**src/rtl/ram_arbiter.sv**
```systemverilog
// ---------------------------------------------------------------------------
// ram_arbiter
//
// Shares one byte-laned data RAM port between two masters:
//   master 0 - core load/store unit
//   master 1 - debug / loader port
// Round-robin arbitration picks one request in IDLE or RESP. Each accepted
// request becomes exactly one RAM cycle (ACCESS), followed by a one-cycle
// response pulse (RESP) routed only to the master that owns the access.
// Misaligned or invalid-size requests still step through ACCESS, but they
// never drive the RAM, and they answer with err = 1 and rdata = 0.
//
// Ports:
//   clk, rst          clock, asynchronous active-high reset
//   mN_req_i          request from master N, held with attributes until gnt
//   mN_we_i           1 = store, 0 = load
//   mN_addr_i         byte address
//   mN_size_i         00 byte, 01 half, 10 word, 11 invalid
//   mN_wdata_i        right-aligned store data
//   mN_gnt_o          request accepted this cycle (combinational)
//   mN_rvalid_o       one-cycle response pulse
//   mN_rdata_o        right-aligned, zero-extended load data (0 otherwise)
//   mN_err_o          misaligned / invalid access flag, valid with rvalid
//   ram_addr_o        word-aligned RAM address
//   ram_re_o          RAM read enable
//   ram_we_o          RAM write enable
//   ram_be_o          byte-lane write enables
//   ram_wdata_o       lane-replicated store data
//   ram_rdata_i       combinational RAM read data
// ---------------------------------------------------------------------------
module ram_arbiter #(
  parameter int ADDR_W = 32,
  parameter int DATA_W = 32
) (
  input  logic              clk,
  input  logic              rst,

  input  logic              m0_req_i,
  input  logic              m0_we_i,
  input  logic [ADDR_W-1:0] m0_addr_i,
  input  logic [1:0]        m0_size_i,
  input  logic [DATA_W-1:0] m0_wdata_i,
  output logic              m0_gnt_o,
  output logic              m0_rvalid_o,
  output logic [DATA_W-1:0] m0_rdata_o,
  output logic              m0_err_o,

  input  logic              m1_req_i,
  input  logic              m1_we_i,
  input  logic [ADDR_W-1:0] m1_addr_i,
  input  logic [1:0]        m1_size_i,
  input  logic [DATA_W-1:0] m1_wdata_i,
  output logic              m1_gnt_o,
  output logic              m1_rvalid_o,
  output logic [DATA_W-1:0] m1_rdata_o,
  output logic              m1_err_o,

  output logic [ADDR_W-1:0] ram_addr_o,
  output logic              ram_re_o,
  output logic              ram_we_o,
  output logic [3:0]        ram_be_o,
  output logic [DATA_W-1:0] ram_wdata_o,
  input  logic [DATA_W-1:0] ram_rdata_i
);

  // FSM encoding
  localparam logic [1:0] ST_IDLE   = 2'd0;
  localparam logic [1:0] ST_ACCESS = 2'd1;
  localparam logic [1:0] ST_RESP   = 2'd2;

  // access sizes
  localparam logic [1:0] SZ_BYTE = 2'b00;
  localparam logic [1:0] SZ_HALF = 2'b01;
  localparam logic [1:0] SZ_WORD = 2'b10;

  localparam logic [DATA_W-1:0] MASK_BYTE = DATA_W'(32'h0000_00FF);
  localparam logic [DATA_W-1:0] MASK_HALF = DATA_W'(32'h0000_FFFF);

  // state and latched request
  logic [1:0]        state_reg;
  logic [1:0]        state_next;
  logic              last_grant_reg;   // id of the most recently granted master
  logic              owner_reg;        // master that owns the in-flight access
  logic              we_reg;
  logic [ADDR_W-1:0] addr_reg;
  logic [1:0]        size_reg;
  logic [DATA_W-1:0] wdata_reg;
  logic              err_reg;
  logic [DATA_W-1:0] rdata_reg;

  // arbitration
  logic [1:0]        req;
  logic [1:0]        gnt;
  logic              can_grant;

  // selected request attributes (from the winning master)
  logic              sel_we;
  logic [ADDR_W-1:0] sel_addr;
  logic [1:0]        sel_size;
  logic [DATA_W-1:0] sel_wdata;
  logic              sel_err;

  // RAM side
  logic              access_ok;
  logic [3:0]        be_calc;
  logic [DATA_W-1:0] wdata_calc;
  logic [DATA_W-1:0] byte_shifted;
  logic [DATA_W-1:0] half_shifted;
  logic [DATA_W-1:0] load_data;

  // -------------------------------------------------------------------------
  // Alignment / size check, evaluated on the request being granted.
  // -------------------------------------------------------------------------
  function automatic logic access_err(input logic [1:0] size,
                                      input logic [1:0] lo);
    case (size)
      SZ_BYTE: access_err = 1'b0;
      SZ_HALF: access_err = lo[0];
      SZ_WORD: access_err = (lo != 2'b00);
      default: access_err = 1'b1;
    endcase
  endfunction

  // -------------------------------------------------------------------------
  // Arbitration. Grants only in IDLE or RESP. On a tie, the master that was
  // not granted last wins; in RESP last_grant equals the master being
  // responded to, so the other master gets the next slot.
  // -------------------------------------------------------------------------
  assign req       = {m1_req_i, m0_req_i};
  assign can_grant = (state_reg == ST_IDLE) || (state_reg == ST_RESP);

  always_comb begin
    gnt = 2'b00;
    if (can_grant) begin
      if (req == 2'b11) begin
        gnt = last_grant_reg ? 2'b01 : 2'b10;
      end else begin
        gnt = req;
      end
    end
  end

  assign m0_gnt_o = gnt[0];
  assign m1_gnt_o = gnt[1];

  assign sel_we    = gnt[1] ? m1_we_i    : m0_we_i;
  assign sel_addr  = gnt[1] ? m1_addr_i  : m0_addr_i;
  assign sel_size  = gnt[1] ? m1_size_i  : m0_size_i;
  assign sel_wdata = gnt[1] ? m1_wdata_i : m0_wdata_i;
  assign sel_err   = access_err(sel_size, sel_addr[1:0]);

  // -------------------------------------------------------------------------
  // Next state
  // -------------------------------------------------------------------------
  always_comb begin
    state_next = ST_IDLE;
    case (state_reg)
      ST_IDLE:   state_next = (|gnt) ? ST_ACCESS : ST_IDLE;
      ST_ACCESS: state_next = ST_RESP;
      ST_RESP:   state_next = (|gnt) ? ST_ACCESS : ST_IDLE;
      default:   state_next = ST_IDLE;
    endcase
  end

  // -------------------------------------------------------------------------
  // Store lane formatting from the latched request.
  // -------------------------------------------------------------------------
  always_comb begin
    be_calc    = 4'b1111;
    wdata_calc = wdata_reg;
    case (size_reg)
      SZ_BYTE: begin
        be_calc    = 4'b0001 << addr_reg[1:0];
        wdata_calc = {4{wdata_reg[7:0]}};
      end
      SZ_HALF: begin
        be_calc    = 4'b0011 << {addr_reg[1], 1'b0};
        wdata_calc = {2{wdata_reg[15:0]}};
      end
      default: begin
        be_calc    = 4'b1111;
        wdata_calc = wdata_reg;
      end
    endcase
  end

  // -------------------------------------------------------------------------
  // Load alignment: shift the addressed lane(s) down to bit 0, then mask.
  // -------------------------------------------------------------------------
  assign byte_shifted = ram_rdata_i >> {addr_reg[1:0], 3'b000};
  assign half_shifted = ram_rdata_i >> {addr_reg[1], 4'b0000};

  always_comb begin
    load_data = '0;
    if (access_ok && !we_reg) begin
      case (size_reg)
        SZ_BYTE: load_data = byte_shifted & MASK_BYTE;
        SZ_HALF: load_data = half_shifted & MASK_HALF;
        default: load_data = ram_rdata_i;
      endcase
    end
  end

  // -------------------------------------------------------------------------
  // RAM port: driven only during an ACCESS cycle of a legal request; every
  // other cycle (including an erroring ACCESS) leaves all RAM outputs at 0.
  // Loads leave the lane enables and write data at 0.
  // -------------------------------------------------------------------------
  assign access_ok   = (state_reg == ST_ACCESS) && !err_reg;
  assign ram_re_o    = access_ok && !we_reg;
  assign ram_we_o    = access_ok && we_reg;
  assign ram_addr_o  = access_ok ? {addr_reg[ADDR_W-1:2], 2'b00} : '0;
  assign ram_be_o    = ram_we_o ? be_calc : 4'b0000;
  assign ram_wdata_o = ram_we_o ? wdata_calc : '0;

  // -------------------------------------------------------------------------
  // Response routing: only the owner sees rvalid; rdata/err are gated so the
  // other master always reads 0.
  // -------------------------------------------------------------------------
  assign m0_rvalid_o = (state_reg == ST_RESP) && !owner_reg;
  assign m1_rvalid_o = (state_reg == ST_RESP) &&  owner_reg;
  assign m0_err_o    = m0_rvalid_o && err_reg;
  assign m1_err_o    = m1_rvalid_o && err_reg;
  assign m0_rdata_o  = m0_rvalid_o ? rdata_reg : '0;
  assign m1_rdata_o  = m1_rvalid_o ? rdata_reg : '0;

  // -------------------------------------------------------------------------
  // Sequential state
  // -------------------------------------------------------------------------
  always_ff @(posedge clk or posedge rst) begin
    if (rst) begin
      state_reg      <= ST_IDLE;
      last_grant_reg <= 1'b1;   // makes master 0 win the first tie
      owner_reg      <= 1'b0;
      we_reg         <= 1'b0;
      addr_reg       <= '0;
      size_reg       <= 2'b00;
      wdata_reg      <= '0;
      err_reg        <= 1'b0;
      rdata_reg      <= '0;
    end else begin
      state_reg <= state_next;

      if (|gnt) begin
        last_grant_reg <= gnt[1];
        owner_reg      <= gnt[1];
        we_reg         <= sel_we;
        addr_reg       <= sel_addr;
        size_reg       <= sel_size;
        wdata_reg      <= sel_wdata;
        err_reg        <= sel_err;
      end

      // load_data is already 0 for stores and erroring accesses
      if (state_reg == ST_ACCESS) begin
        rdata_reg <= load_data;
      end
    end
  end

endmodule

```
**config.mk**
```make
export PLATFORM = sky130hd
export DESIGN_NAME = ram_arbiter
export DESIGN_NICKNAME = d
export VERILOG_FILES = /design/src/rtl/ram_arbiter.sv
export SDC_FILE = /design/constraint.sdc
export NUM_CORES = 1
export LEC_CHECK = 0
export ABC_AREA = 0
export CAP_MARGIN = 25
export CORE_AREA = 2 2 120 122
export CTS_BUF_LIST = sky130_fd_sc_hd__clkbuf_2
export DETAILED_ROUTE_END_ITERATION = 8
export DIE_AREA = 0 0 122 124
export GPL_TIMING_DRIVEN = 1
export PLACE_DENSITY = 0.95
export SLEW_MARGIN = 0
export SYNTH_ARGS = -nofsm -noshare
export SYNTH_HDL_FRONTEND = slang
export SYNTH_SLANG_ARGS = --single-unit
```
**constraint.sdc**
```tcl
create_clock -name clk -period 9.9 [get_ports clk]
set_clock_uncertainty 0.2 [all_clocks]
set_input_delay 2.97 -clock clk [delete_from_list [all_inputs] [get_ports clk]]
set_output_delay 2.97 -clock clk [all_outputs]
set_load 0.005 [all_outputs]
```
==> impl_metrics.json <==
{
  "drtIter0Drc": 472,
  "critPathArrivalTime_ns": 4.60,
  "max_slew_margin": 0.346,
  "gp_congestion": 0.923,
  "h-tree-depth": 3,
  "numPortBuffers": 307,
  "yosysWarnings": 0,
  "outcome": "complete, no violations",
  "synth.largest_area_cell": "dfrtp_1",
  "syn_area_per_cell_um2": 8.90,
  "synthTopCellsByCount": "104 x nand2_1, 103 x dfrtp_1, 97 x and2_1",
  "cts_sinks": 104,
  "die_w_um": 122,
  "p_sw_uw": 430,
  "drc_errors": 0,
  "leakage_uw": 0.00391,
  "start_util": 0.445,
  "seqPwrFrac": 0.481,
  "numCtsBuffers": 9,
  "io_pins": 310,
  "crit_fanout": 15,
  "async_flop_share": 1.00,
  "syn-cell-area_um2": 6100,
  "cts_resized": 0,
  "postCtsSetupBuffers": 0,
  "cts_root_buffer": "clkbuf_2",
  "synthCells": 686,
  "hold_path_class": "reg -> reg",
  "syn_to_final_growth_pct": 52.0,
  "ys_seq_area_frac": 0.427,
  "grt_max_degree": 86,
  "maxSlewViolCount": 0,
  "grt_pass1_wl_mm": 30.5,
  "grt_overflow": 0,
  "p_per_area_nw_per_um2": 131,
  "path_class": "in -> out",
  "ctsHoldBuffers": 0,
  "worst_setup_path_start_kind": "input port",
  "grt_util_all_layers": 0.267,
  "ys.flop_type": "dfrtp_1",
  "rsz0062_at_grt": "false",
  "die_area_um2": 15100,
  "irDropWorstVdd_v": 0.0000739,
  "max_freq_mhz": 129,
  "maxCapViolations": 0,
  "via_count": 6021,
  "finalPower_uw": 1210,
  "drive_above_1_share": 0.0324,
  "finalCritPeriodShare": 0.785,
  "netlist.area_leader.share": 0.422,
  "grt_pass1_vias": 5710,
  "synth_cell_type_count": 40,
  "firstDrtPassIters": 6,
  "hold_ws_ns": 0.308,
  "cts_tree": "yes",
  "synth_edf_count": 0,
  "fin_setup_tns_ns": 0,
  "viasPerCell": 5.29,
  "r2r_slack_ns": 7.17,
  "synthTopCellsByArea": "dfrtp_1 42%, mux2i_1 13%, and2_1 9.9%, o21ai_0 7.8%, nand2_1 6.4%",
  "place_hpwl_mm": 15.8,
  "clk_pin_slew_worst_paths_ns": 0.25,
  "critPathCaptureType": "primary output",
  "core_um2": 13700,
  "swShare": 0.354,
  "pwr-share-comb": 0.357,
  "fin_util": 0.676,
  "wl_per_cell_um": 17.8,
  "p_int_uw": 783,
  "ys_seq_elements": 104,
  "cts_buffer_depth": 2,
  "rows": 43,
  "final_hold_viol_count": 0,
  "clkPwrFrac": 0.162,
  "clock_latency_ns": 0.62,
  "die_h_um": 124,
  "wl_mm": 20.2,
  "finalCriticalPeriod_ns": 7.77,
  "nNetsFinal": 1124,
  "antenna_found_initial": 1,
  "synth_most_common_cell": "nand2_1",
  "ant_nets": 0,
  "cp.required_ns": 6.73,
  "setup_viol": 0,
  "worst_pin_slew_ns": 0.979
}
layout make-up:
type	count	area (um^2)
multi-input cells	512	3150
well taps	180	225
clock buffers	10	50.0
repair buffers	315	3150
inverters	12	47.5
fillers	1086	4440
diodes	1	2.50
flip-flops and latches	104	2610
clock inverters	5	48.8
cell families after synthesis:
group | after synthesis | synth area share
and+or+nand+nor | 259 | 0.214
DFF | 104 | 0.427
AOI/OAI and AO/OA | 170 | 0.166
buffers and inverters | 71 | 0.0598
muxes | 81 | 0.133
other | 1 | 0.000614
worst max-delay path, stage by stage:
cell and delay (ns):
clkdlybuf4s50_1 0.49, a21boi_2 0.22, and2b_4 0.35, clkdlybuf4s50_1 0.56
routing by layer:
metal | global-route usage | routed length, um
met1 | 0.301 | 7340
met2 | 0.486 | 10600
met3 | 0.0554 | 1620
met4 | 0.122 | 707
met5 | 0 | 0
cells in the final DEF, fill, tap and decap left out, types with 3 or more instances in the layout:
master / n
a21o_1: 8
a21oi_1: 21
a222oi_1: 6
a22o_1: 16
a22oi_1: 8
and2_1: 97
and3_1: 9
buf_4: 7
clkbuf_2: 10
clkdlybuf4s50_1: 307
clkinv_1: 3
dfrtp_1: 102
inv_1: 11
mux2i_1: 81
nand2_1: 104
nand2b_1: 4
nor2_1: 29
nor2b_1: 5
o21ai_0: 95
o21ai_1: 8
path summary, 6_finish.rpt:
kind                         startpoint        endpoint  cells past startpoint
hold / removal             addr_reg[16]    addr_reg[16]                      2
min in group asynchronous           rst    addr_reg[30]                      2
hold reg to reg            addr_reg[16]    addr_reg[16]                      2
setup reg to reg            addr_reg[1]    rdata_reg[3]                      4
max in group asynchronous           rst  last_grant_reg                      4
setup / recovery               m0_req_i        m1_gnt_o                      4
power by group through the flow:
stage                     Sequential [uW]  Clock (uW)  Combinational, uW
final                                 584         197                433
after global routing                  595         215                478
after CTS                             583         200                435
after detailed placement              592           0                434
after global placement                586           0                420
after floorplan                       554           0                265
stage by stage:
step | setup slack (ns) | area (um^2) | instances
after CTS | 2.13 | 9250 | 1137
after global placement | 2.19 | 9160 | 1122
after global routing | 2.05 | 9280 | 1139
final | 2.13 | 9280 | 1139
after detailed placement | 2.13 | 9160 | 1122
after floorplan | 3.04 | 6110 | 687
Note: power is estimated with default switching activity, not from simulation.
